## src/rtl/uart_tx_sched_if.sv

```systemverilog
// Bundle of the requester handshakes and the shared baud-generator /
// transmitter connections for the UART transmit scheduler.
interface uart_tx_sched_if;
   // Requester 0
   logic       req0_valid;
   logic [7:0] req0_data;
   logic [1:0] req0_baud;
   logic       req0_ready;

   // Requester 1
   logic       req1_valid;
   logic [7:0] req1_data;
   logic [1:0] req1_baud;
   logic       req1_ready;

   // Shared baud generator and transmitter
   logic [1:0] baud_rate;
   logic       baud_rst;
   logic       tx_start;
   logic [7:0] tx_data;
   logic       tx_done;

   // Status
   logic       busy;
   logic       grant;
   logic       timeout_err;

   // Scheduler side
   modport slave (
      input  req0_valid, req0_data, req0_baud,
      input  req1_valid, req1_data, req1_baud,
      input  tx_done,
      output req0_ready, req1_ready,
      output baud_rate, baud_rst, tx_start, tx_data,
      output busy, grant, timeout_err
   );

   // Requester / transmitter side
   modport master (
      output req0_valid, req0_data, req0_baud,
      output req1_valid, req1_data, req1_baud,
      output tx_done,
      input  req0_ready, req1_ready,
      input  baud_rate, baud_rst, tx_start, tx_data,
      input  busy, grant, timeout_err
   );
endinterface

```

## src/rtl/uart_tx_sched.sv

```systemverilog
// Two-requester scheduler for one shared UART transmitter and baud generator.
// Arbitrates round-robin on ties, reprograms the baud generator only when the
// winner's baud select differs from the current one, issues a single start
// pulse and waits for the frame to finish (with a timeout guard).
module uart_tx_sched #(
   parameter int SETTLE_CYCLES  = 4,
   parameter int TIMEOUT_CYCLES = 600000
) (
   input  logic           clock,
   input  logic           rst_n,
   uart_tx_sched_if.slave bus
);

   typedef enum logic [1:0] {
      IDLE  = 2'd0,
      CFG   = 2'd1,
      START = 2'd2,
      WAIT  = 2'd3
   } state_t;

   // Terminal values of the settle and wait counters (both count from zero).
   localparam logic [7:0]  SETTLE_LAST  = 8'(SETTLE_CYCLES - 1);
   localparam logic [19:0] TIMEOUT_LAST = 20'(TIMEOUT_CYCLES - 1);

   // Baud select driven out of reset: 9600.
   localparam logic [1:0]  BAUD_DEFAULT = 2'b10;

   state_t      state_reg,       state_next;
   logic [7:0]  data_reg,        data_next;
   logic [1:0]  baud_reg,        baud_next;
   logic        baud_rst_reg,    baud_rst_next;
   logic        tx_start_reg,    tx_start_next;
   logic        grant_reg,       grant_next;
   logic        busy_reg,        busy_next;
   logic        timeout_err_reg, timeout_err_next;
   // Index of the requester served last; on a tie the other one wins.
   logic        pointer_reg,     pointer_next;
   logic [7:0]  settle_cnt_reg,  settle_cnt_next;
   logic [19:0] wait_cnt_reg,    wait_cnt_next;

   logic        pick0;
   logic        pick1;
   logic [7:0]  sel_data;
   logic [1:0]  sel_baud;

   // Arbitration: only in IDLE, at most one winner, tie broken by the pointer.
   always_comb begin
      pick0 = 1'b0;
      pick1 = 1'b0;
      if (state_reg == IDLE) begin
         if (bus.req0_valid && bus.req1_valid) begin
            if (pointer_reg) begin
               pick0 = 1'b1;
            end else begin
               pick1 = 1'b1;
            end
         end else if (bus.req0_valid) begin
            pick0 = 1'b1;
         end else if (bus.req1_valid) begin
            pick1 = 1'b1;
         end
      end
   end

   assign sel_data = pick1 ? bus.req1_data : bus.req0_data;
   assign sel_baud = pick1 ? bus.req1_baud : bus.req0_baud;

   assign bus.req0_ready = pick0;
   assign bus.req1_ready = pick1;

   // Next-state and next-output logic; every registered output is computed here.
   always_comb begin
      state_next       = state_reg;
      data_next        = data_reg;
      baud_next        = baud_reg;
      baud_rst_next    = 1'b0;
      tx_start_next    = 1'b0;
      grant_next       = grant_reg;
      pointer_next     = pointer_reg;
      timeout_err_next = 1'b0;
      settle_cnt_next  = settle_cnt_reg;
      wait_cnt_next    = wait_cnt_reg;

      case (state_reg)
         IDLE: begin
            if (pick0 || pick1) begin
               data_next  = sel_data;
               grant_next = pick1;
               if (sel_baud != baud_reg) begin
                  // New rate takes effect on CFG entry, generator held in reset.
                  state_next      = CFG;
                  baud_next       = sel_baud;
                  baud_rst_next   = 1'b1;
                  settle_cnt_next = 8'd0;
               end else begin
                  state_next    = START;
                  tx_start_next = 1'b1;
               end
            end
         end

         CFG: begin
            if (settle_cnt_reg == SETTLE_LAST) begin
               state_next    = START;
               tx_start_next = 1'b1;
            end else begin
               baud_rst_next   = 1'b1;
               settle_cnt_next = settle_cnt_reg + 8'd1;
            end
         end

         START: begin
            state_next    = WAIT;
            wait_cnt_next = 20'd0;
         end

         WAIT: begin
            // A done on the terminal count still wins over the timeout.
            if (bus.tx_done) begin
               state_next   = IDLE;
               pointer_next = grant_reg;
            end else if (wait_cnt_reg == TIMEOUT_LAST) begin
               state_next       = IDLE;
               pointer_next     = grant_reg;
               timeout_err_next = 1'b1;
            end else begin
               wait_cnt_next = wait_cnt_reg + 20'd1;
            end
         end

         default: begin
            state_next = IDLE;
         end
      endcase

      busy_next = (state_next != IDLE);
   end

   // State and output registers with synchronous active-low reset.
   always_ff @(posedge clock) begin
      if (!rst_n) begin
         state_reg       <= IDLE;
         data_reg        <= 8'd0;
         baud_reg        <= BAUD_DEFAULT;
         baud_rst_reg    <= 1'b1;
         tx_start_reg    <= 1'b0;
         grant_reg       <= 1'b0;
         busy_reg        <= 1'b0;
         timeout_err_reg <= 1'b0;
         pointer_reg     <= 1'b1;
         settle_cnt_reg  <= 8'd0;
         wait_cnt_reg    <= 20'd0;
      end else begin
         state_reg       <= state_next;
         data_reg        <= data_next;
         baud_reg        <= baud_next;
         baud_rst_reg    <= baud_rst_next;
         tx_start_reg    <= tx_start_next;
         grant_reg       <= grant_next;
         busy_reg        <= busy_next;
         timeout_err_reg <= timeout_err_next;
         pointer_reg     <= pointer_next;
         settle_cnt_reg  <= settle_cnt_next;
         wait_cnt_reg    <= wait_cnt_next;
      end
   end

   assign bus.baud_rate   = baud_reg;
   assign bus.baud_rst    = baud_rst_reg;
   assign bus.tx_start    = tx_start_reg;
   assign bus.tx_data     = data_reg;
   assign bus.busy        = busy_reg;
   assign bus.grant       = grant_reg;
   assign bus.timeout_err = timeout_err_reg;

endmodule

```

## src/flat_wrapper.sv

```systemverilog
// flat-port wrapper written by rule: the top's interface ports become plain ports
module uart_tx_sched_flat 
#(
   parameter int SETTLE_CYCLES  = 4,
   parameter int TIMEOUT_CYCLES = 600000
)
  (clock, rst_n, bus_req0_valid, bus_req0_data, bus_req0_baud, bus_req1_valid, bus_req1_data, bus_req1_baud, bus_tx_done, bus_req0_ready, bus_req1_ready, bus_baud_rate, bus_baud_rst, bus_tx_start, bus_tx_data, bus_busy, bus_grant, bus_timeout_err);
  uart_tx_sched_if bus_i ();
  input  logic clock;
  input  logic rst_n;
  input wire logic [$bits(bus_i.req0_valid)-1:0] bus_req0_valid;
  input wire logic [$bits(bus_i.req0_data)-1:0] bus_req0_data;
  input wire logic [$bits(bus_i.req0_baud)-1:0] bus_req0_baud;
  input wire logic [$bits(bus_i.req1_valid)-1:0] bus_req1_valid;
  input wire logic [$bits(bus_i.req1_data)-1:0] bus_req1_data;
  input wire logic [$bits(bus_i.req1_baud)-1:0] bus_req1_baud;
  input wire logic [$bits(bus_i.tx_done)-1:0] bus_tx_done;
  output wire logic [$bits(bus_i.req0_ready)-1:0] bus_req0_ready;
  output wire logic [$bits(bus_i.req1_ready)-1:0] bus_req1_ready;
  output wire logic [$bits(bus_i.baud_rate)-1:0] bus_baud_rate;
  output wire logic [$bits(bus_i.baud_rst)-1:0] bus_baud_rst;
  output wire logic [$bits(bus_i.tx_start)-1:0] bus_tx_start;
  output wire logic [$bits(bus_i.tx_data)-1:0] bus_tx_data;
  output wire logic [$bits(bus_i.busy)-1:0] bus_busy;
  output wire logic [$bits(bus_i.grant)-1:0] bus_grant;
  output wire logic [$bits(bus_i.timeout_err)-1:0] bus_timeout_err;
  assign bus_i.req0_valid = bus_req0_valid;
  assign bus_i.req0_data = bus_req0_data;
  assign bus_i.req0_baud = bus_req0_baud;
  assign bus_i.req1_valid = bus_req1_valid;
  assign bus_i.req1_data = bus_req1_data;
  assign bus_i.req1_baud = bus_req1_baud;
  assign bus_i.tx_done = bus_tx_done;
  assign bus_req0_ready = bus_i.req0_ready;
  assign bus_req1_ready = bus_i.req1_ready;
  assign bus_baud_rate = bus_i.baud_rate;
  assign bus_baud_rst = bus_i.baud_rst;
  assign bus_tx_start = bus_i.tx_start;
  assign bus_tx_data = bus_i.tx_data;
  assign bus_busy = bus_i.busy;
  assign bus_grant = bus_i.grant;
  assign bus_timeout_err = bus_i.timeout_err;
  uart_tx_sched #(.SETTLE_CYCLES(SETTLE_CYCLES), .TIMEOUT_CYCLES(TIMEOUT_CYCLES)) u_core (.clock(clock), .rst_n(rst_n), .bus(bus_i));
endmodule
```

## config.mk

```make
export PLATFORM = sky130hd
export DESIGN_NAME = uart_tx_sched_flat
export DESIGN_NICKNAME = d
export VERILOG_FILES = /design/src/rtl/uart_tx_sched_if.sv /design/src/rtl/uart_tx_sched.sv /design/src/flat_wrapper.sv
export SDC_FILE = /design/constraint.sdc
export NUM_CORES = 1
export LEC_CHECK = 0
export BUFFER_PORTS_ARGS = -buffer_cell sky130_fd_sc_hd__buf_2
export CAP_MARGIN = 20
export CORE_UTILIZATION = 50
export DETAILED_ROUTE_END_ITERATION = 8
export GPL_TIMING_DRIVEN = 0
export PLACE_DENSITY = 0.81
export SYNTH_ARGS = -nofsm -noshare
export SYNTH_HDL_FRONTEND = slang
export SYNTH_SLANG_ARGS = --single-unit
```

## constraint.sdc

```tcl
create_clock -name clock -period 2.05 [get_ports clock]
set_input_delay 0.1025 -clock clock [delete_from_list [all_inputs] [get_ports clock]]
set_output_delay 0.1025 -clock clock [all_outputs]
set_load 0.02 [all_outputs]
```

==> impl_metrics.ini, run 1 <==
[status]
outcome = finished, final reports clean

[die]
initial_utilization_pct = 52.5
num_rows = 24
dieHeight_microns = 70.1
die_x_microns = 70.1
fp.coreArea_sq_um = 4410
die-area_sq_um = 4910
io_pins = 42

[global_route]
first_global_vias = 2125
track_usage_pct = 24.2
antenna_found_initial = 0
grt_overflow = 0
grt_pass1_wl_microns = 9760
grt_max_degree = 14

[clock_tree]
cts_root_buf = clkbuf_8
postCtsHoldBufs = 0
clk_path_buf_depth = 2
cts_made_buffers = 5
cts_sinks = 46
clkLatencyLatePin_ns = 0.30
htree_levels = 2
clkTransAtPathRegs_ns = 0.09
cts_tree = built

[detailed_routing]
routedWlPerCell_microns = 15.1
wl_microns = 5860
wl_met3_microns = 297
drtPass1Iterations = 4
highest_layer = met4
vias_per_cell = 6.04
drc = 0
wl_met2_microns = 2810
ant_nets = 0
wirelength_met1_microns = 2690
vias = 2350
drt-initial-drc-count = 196

[cells_and_area]
final_util_pct = 64.1
area_delta_synth_final_pct = 22.1
nNetsFinal = 364
largest_reg_flops = 20
diodes = 0
layout-drive-gt1-share_pct = 24.9
fill_cells = 377

[timing]
period_needed_ns = 1.97
finalHoldViolations = 0
rsz0062_at_grt = true
setup-violations-final = 0
worst_pin_slew_ns = 0.665
max_slew_margin_pct = 55.5
fmax_mhz = 507
fin_skew_ns = 0.0106
slew_viol_final = 0
period_share_pct = 96.2

[setup_path]
critPathMaxStageDelay_ns = 0.36
worstPathArrival_ns = 2.18
cp_max_fo = 8
cp-end-kind = flip-flop
cp-start-kind = flip-flop
crit_type = flip-flop to flip-flop
crit_buf_inv = 2
crit_family = compound AO/OA/AOI/OAI gates
cp_cell_sequence = nor4bb_2, nand3_2, o31a_4, o21ai_2, buf_6, buf_12, nor4_1, o21a_1
cp_slowest_cell = dfxtp_1
required_ns = 2.25

[logic_synthesis]
ys_top_cells_by_area = dfxtp_1 40%, nand2_1 6.8%, nor2_1 4.7%
synth.top_cell.area_share_pct = 39.8
syn-num-nets = 309
synth_largest_area_cell = dfxtp_1
yosysSeqAreaShare_pct = 39.8
ys.flop_type = dfxtp_1
async_flop_share_pct = 0
netlist_top_cells_count = 46 x dfxtp_1, 42 x nand2_1, 29 x nor2_1
yosysMostFrequentCell = dfxtp_1
syn-cell-area_sq_um = 2320
ys_types = 50
ys_ff_latch = 46
synthCells = 282
avgSynthCellArea_sq_um = 8.21
yosys_warnings = 0
synth_edf_count = 0

[pwr]
power_leakage_nw = 1.15
cellPowerDensity_nw_per_um2 = 897
fin_total_pwr_mw = 2.54
ir_drop_v = 0.000596

[min_path]
hold_class = input pin to flip-flop

[place]
gp_congestion = 0.860
hpwl_microns = 4110
io_buffers = 40

[run]
drv_cap = 0
## worst register-to-register path, cell delays in order (launching register included)
cell	delay, ns
dfxtp_1	0.36
nor4bb_2	0.34
nand3_2	0.19
o31a_4	0.35
o21ai_2	0.15
buf_6	0.14
buf_12	0.12
nor4_1	0.06
o21a_1	0.17
## through the flow
stage | cell area, sq um | instances | TNS, ns | hold slack, ns | worst slack [ns]
6_report | 2830 | 389 | 0 | 0.0609 | 0.0773
5_1_grt | 2830 | 389 | -0.519 | 0.0635 | -0.0743
4_1_cts | 2680 | 381 | 0 | 0.0589 | 0.00485
3_5_place_dp | 2580 | 374 | -0.108 | 0.376 | -0.0959
3_3_place_gp | 2580 | 374 | -0.104 | 0.367 | -0.104
2_1_floorplan | 2320 | 282 | 0 | 0.262 | 0.157
## report_power, final
| part | switching [mW] | total (mW) | internal (mW) | leakage [nW] |
|---|---|---|---|---|
| logic | 0.606 | 0.927 | 0.321 | 0.726 |
| clock network | 0.292 | 0.521 | 0.229 | 0.0438 |
| registers | 0.0835 | 1.09 | 1.00 | 0.376 |
## cell usage in the layout (no fill, tap or decap), types with 3 or more instances in the layout
master / netlist / layout
nand2b_1: 5 / 4
clkbuf_8: 0 / 5
nand3_1: 13 / 12
nand4b_1: 5 / 5
dfxtp_2: 0 / 3
a41o_1: 4 / 4
buf_2: 2 / 41
o21a_1: 3 / 3
nor4_1: 6 / 5
buf_4: 1 / 9
clkbuf_1: 8 / 5
o31ai_1: 4 / 3
clkbuf_2: 0 / 3
nand2_1: 42 / 42
nand4_1: 8 / 8
inv_1: 8 / 8
dfxtp_1: 46 / 43
o211ai_1: 6 / 6
or3_1: 3 / 3
a31oi_1: 3 / 3
o21ai_0: 10 / 10
nor2_1: 29 / 29
and3_1: 4 / 4
xor2_1: 4 / 4
or4_1: 7 / 7
nor3_1: 5 / 5
a311oi_1: 10 / 10
a21oi_1: 11 / 11
## metal layers
layer	up-vias	global-route usage (%)
met2	58	37.8
met4	0	6.89
met1	1118	34.2
met3	9	4.47
met5	-	0
li1	1165	-
## final timing paths
path | cells past startpoint | start | end | slack [ns]
setup / recovery | 8 | u_core.wait_cnt_reg[19] | u_core.wait_cnt_reg[19] | 0.08
hold / removal | 3 | bus_req0_data[2] | u_core.bus.tx_data[2] | 0.06
setup reg to reg | 8 | u_core.wait_cnt_reg[19] | u_core.wait_cnt_reg[19] | 0.08
hold reg to reg | 2 | u_core.wait_cnt_reg[9] | u_core.wait_cnt_reg[9] | 0.49
## area by class of cell
cell class              count  area [sq um]  area share [%]
inverters                   8          30.0            1.06
repair buffers             48           273            9.65
multi-input cells         214          1380            48.7
plain buffers              14          80.1            2.83
well taps                  52          65.1            2.30
clock inverters             2          10.0           0.354
flip-flops and latches     46           925            32.7
clock buffers               5          68.8            2.43
## timing repair
item,in CTS,in global routing
pin swaps,0,3
resized for setup,5,20
setup buffers,0,8
setup endpoints to repair,12,31
gates cloned,0,0
## cell families after synthesis
family,after synthesis,share of synthesized area (%)
xor gates and xnor gates,5,1.89
muxes,2,0.864
and+or+nand+nor,138,30.7
adders and majority gates,2,1.08
DFF,46,39.8
AOI/OAI and AO/OA,67,21.2
buffers and inverters,22,4.48
No activity file was read; power rests on OpenSTA's default activity.
==> run 2, diff against run 1 <==
Settings changed: CORE_MARGIN set to 2.
==> run 2 against run 1 <==
Net effect:
- power increased by 6.2%
- critical path depth shrank 2
- highest routed layer unchanged
- combinational power is 0.6% higher
- worst hold slack got worse by 0.013 ns
- clock power grew 30%
- clock skew grew 0.0067 ns
- critical path type unchanged
- register-to-register slack lost 0.04 ns
- sequential share of layout area decreased by 0.071 points
- global-route usage decreased by 1.6 points
- largest power group unchanged
- via count down 0.64%
==> impl_metrics.ini, run 2 (synthesis gave the netlist of run 1 again) <==
[setup_path]
cp-start-kind = flip-flop
crit_type = flip-flop to flip-flop
r2r_cells = 6
worstReg2RegStart = u_core.settle_cnt_reg[0]
required_ns = 2.25
crit_start = u_core.settle_cnt_reg[0]
cp-end-kind = flip-flop
worstPathArrival_ns = 2.21
cp_max_fo = 5

[die]
num_rows = 24
initial_utilization_pct = 52.5
io_pins = 42
die-area_sq_um = 5190
dieHeight_microns = 72.1
fp.coreArea_sq_um = 4410
die_x_microns = 72.1

[timing]
period_needed_ns = 2.01
setup-violations-final = 0
fmax_mhz = 496
finalHoldViolations = 0
max_slew_margin_pct = 52.1
worst_pin_slew_ns = 0.716
period_share_pct = 98.3
slew_viol_final = 0
fin_skew_ns = 0.0173

[place]
gp_congestion = 0.925
place_area_sq_um = 2580
io_buffers = 40
placed_cells = 374
hpwl_microns = 4070

[cells_and_area]
multi_input_area_sq_um = 1370
nNetsFinal = 364
diodes = 0
layout-drive-gt1-share_pct = 24.9
fill_cells = 366
most-common-layout-cells = 42 x dfxtp_1, 41 x nand2_1, 41 x buf_2
final_util_pct = 64.3
final_common_cell = dfxtp_1
area_delta_synth_final_pct = 22.5
final_area_sq_um = 2840
ff_latch_area_sq_um = 926
largest_reg_flops = 20
final_cells = 390

[global_route]
first_global_vias = 2053
antenna_found_initial = 0
grt_overflow = 0
grt_pass1_wl_microns = 9420
track_usage_pct = 22.6
grt_max_degree = 15

[detailed_routing]
vias = 2335
vias_per_cell = 5.99
ant_nets = 0
routedWlPerCell_microns = 15.2
drtPass1Iterations = 5
drc = 0
wl_microns = 5940
drt-initial-drc-count = 230

[pwr]
ir_drop_v = 0.000918
power_leakage_nw = 1.15
cellPowerDensity_nw_per_um2 = 949

[min_path]
hold_class = input pin to flip-flop
hp-start = bus_req1_data[0]
hold_depth = 3

[clock_tree]
cts_root_buf = clkbuf_8
clkTransAtPathRegs_ns = 0.09
cts_tree = built
cts_made_buffers = 5
clk_path_buf_depth = 2
clkLatencyLatePin_ns = 0.31
postCtsHoldBufs = 0
cts_sinks = 46
htree_levels = 2

[run]
drv_cap = 0

[status]
outcome = finished, final reports clean
-- run 2: cell count changes in the layout (fill, tap and decap cells not counted), sizes merged --
| cell | change |
|---|---|
| buf | -1 |
| clkinv | -2 |
| clkinvlp | +1 |
| bufinv | +1 |
| clkbuf | +2 |
-- run 2: where the power goes --
| group | leakage, nW | switching, mW | internal [mW] |
|---|---|---|---|
| clock | 0.0514 | 0.311 | 0.364 |
| sequential | 0.377 | 0.0802 | 1.00 |
| combinational | 0.721 | 0.616 | 0.317 |
| total | 1.15 | 1.01 | 1.69 |
-- run 2: metal layers --
| metal | global-route usage [%] | share of wire, % | vias up | routed length, microns |
|---|---|---|---|---|
| li1 | - | - | 1167 | - |
| met1 | 31.3 | 46 | 1099 | 2750 |
| met2 | 35.0 | 47 | 56 | 2810 |
| met3 | 4.17 | 4.6 | 13 | 275 |
| met4 | 8.81 | 1.8 | 0 | 108 |
| met5 | 0 | 0 | - | 0 |
-- run 2: layout make-up --
class | count | share of cell area (%)
Multi-Input combinational cell | 214 | 48.1
Sequential cell | 46 | 32.6
Timing Repair Buffer | 48 | 9.17
Buffer | 14 | 2.82
Clock buffer | 6 | 2.56
Tap cell | 52 | 2.29
Clock inverter | 2 | 1.32
Inverter | 8 | 1.06
-- run 2: repair_timing --
| action | 4_1_cts | 5_1_grt |
|---|---|---|
| setup buffers | 0 | 8 |
| endpoints found under the setup margin | 20 | 30 |
| pin swaps | 0 | 2 |
| gates resized for setup | 4 | 20 |
| hold endpoints to repair | 0 | 0 |
-- run 2: per-stage QoR --
step	total power [mW]	hold slack [ns]	setup WS [ns]	TNS [ns]
3_3_place_gp	1.93	0.367	-0.110	-0.110
4_1_cts	2.60	0.0496	0.0166	0
6_report	2.69	0.0483	0.0354	0
2_1_floorplan	1.68	0.262	0.157	0
3_5_place_dp	1.94	0.373	-0.0930	-0.0930
5_1_grt	2.84	0.0662	-0.0485	-0.117
-- run 2: final timing paths --
| path | to | slack (ns) |
|---|---|---|
| max | u_core.settle_cnt_reg[7] | 0.04 |
| min reg2reg | u_core.wait_cnt_reg[9] | 0.48 |
| max reg2reg | u_core.settle_cnt_reg[7] | 0.04 |
| min | u_core.bus.tx_data[0] | 0.05 |
-- run 2: critical path: stages, from the launching register on --
cell	delay [ns]
dfxtp_2	0.38
ha_4	0.15
or4b_4	0.47
nor4_4	0.33
nand2b_4	0.23
nor3_1	0.07
o221a_2	0.27
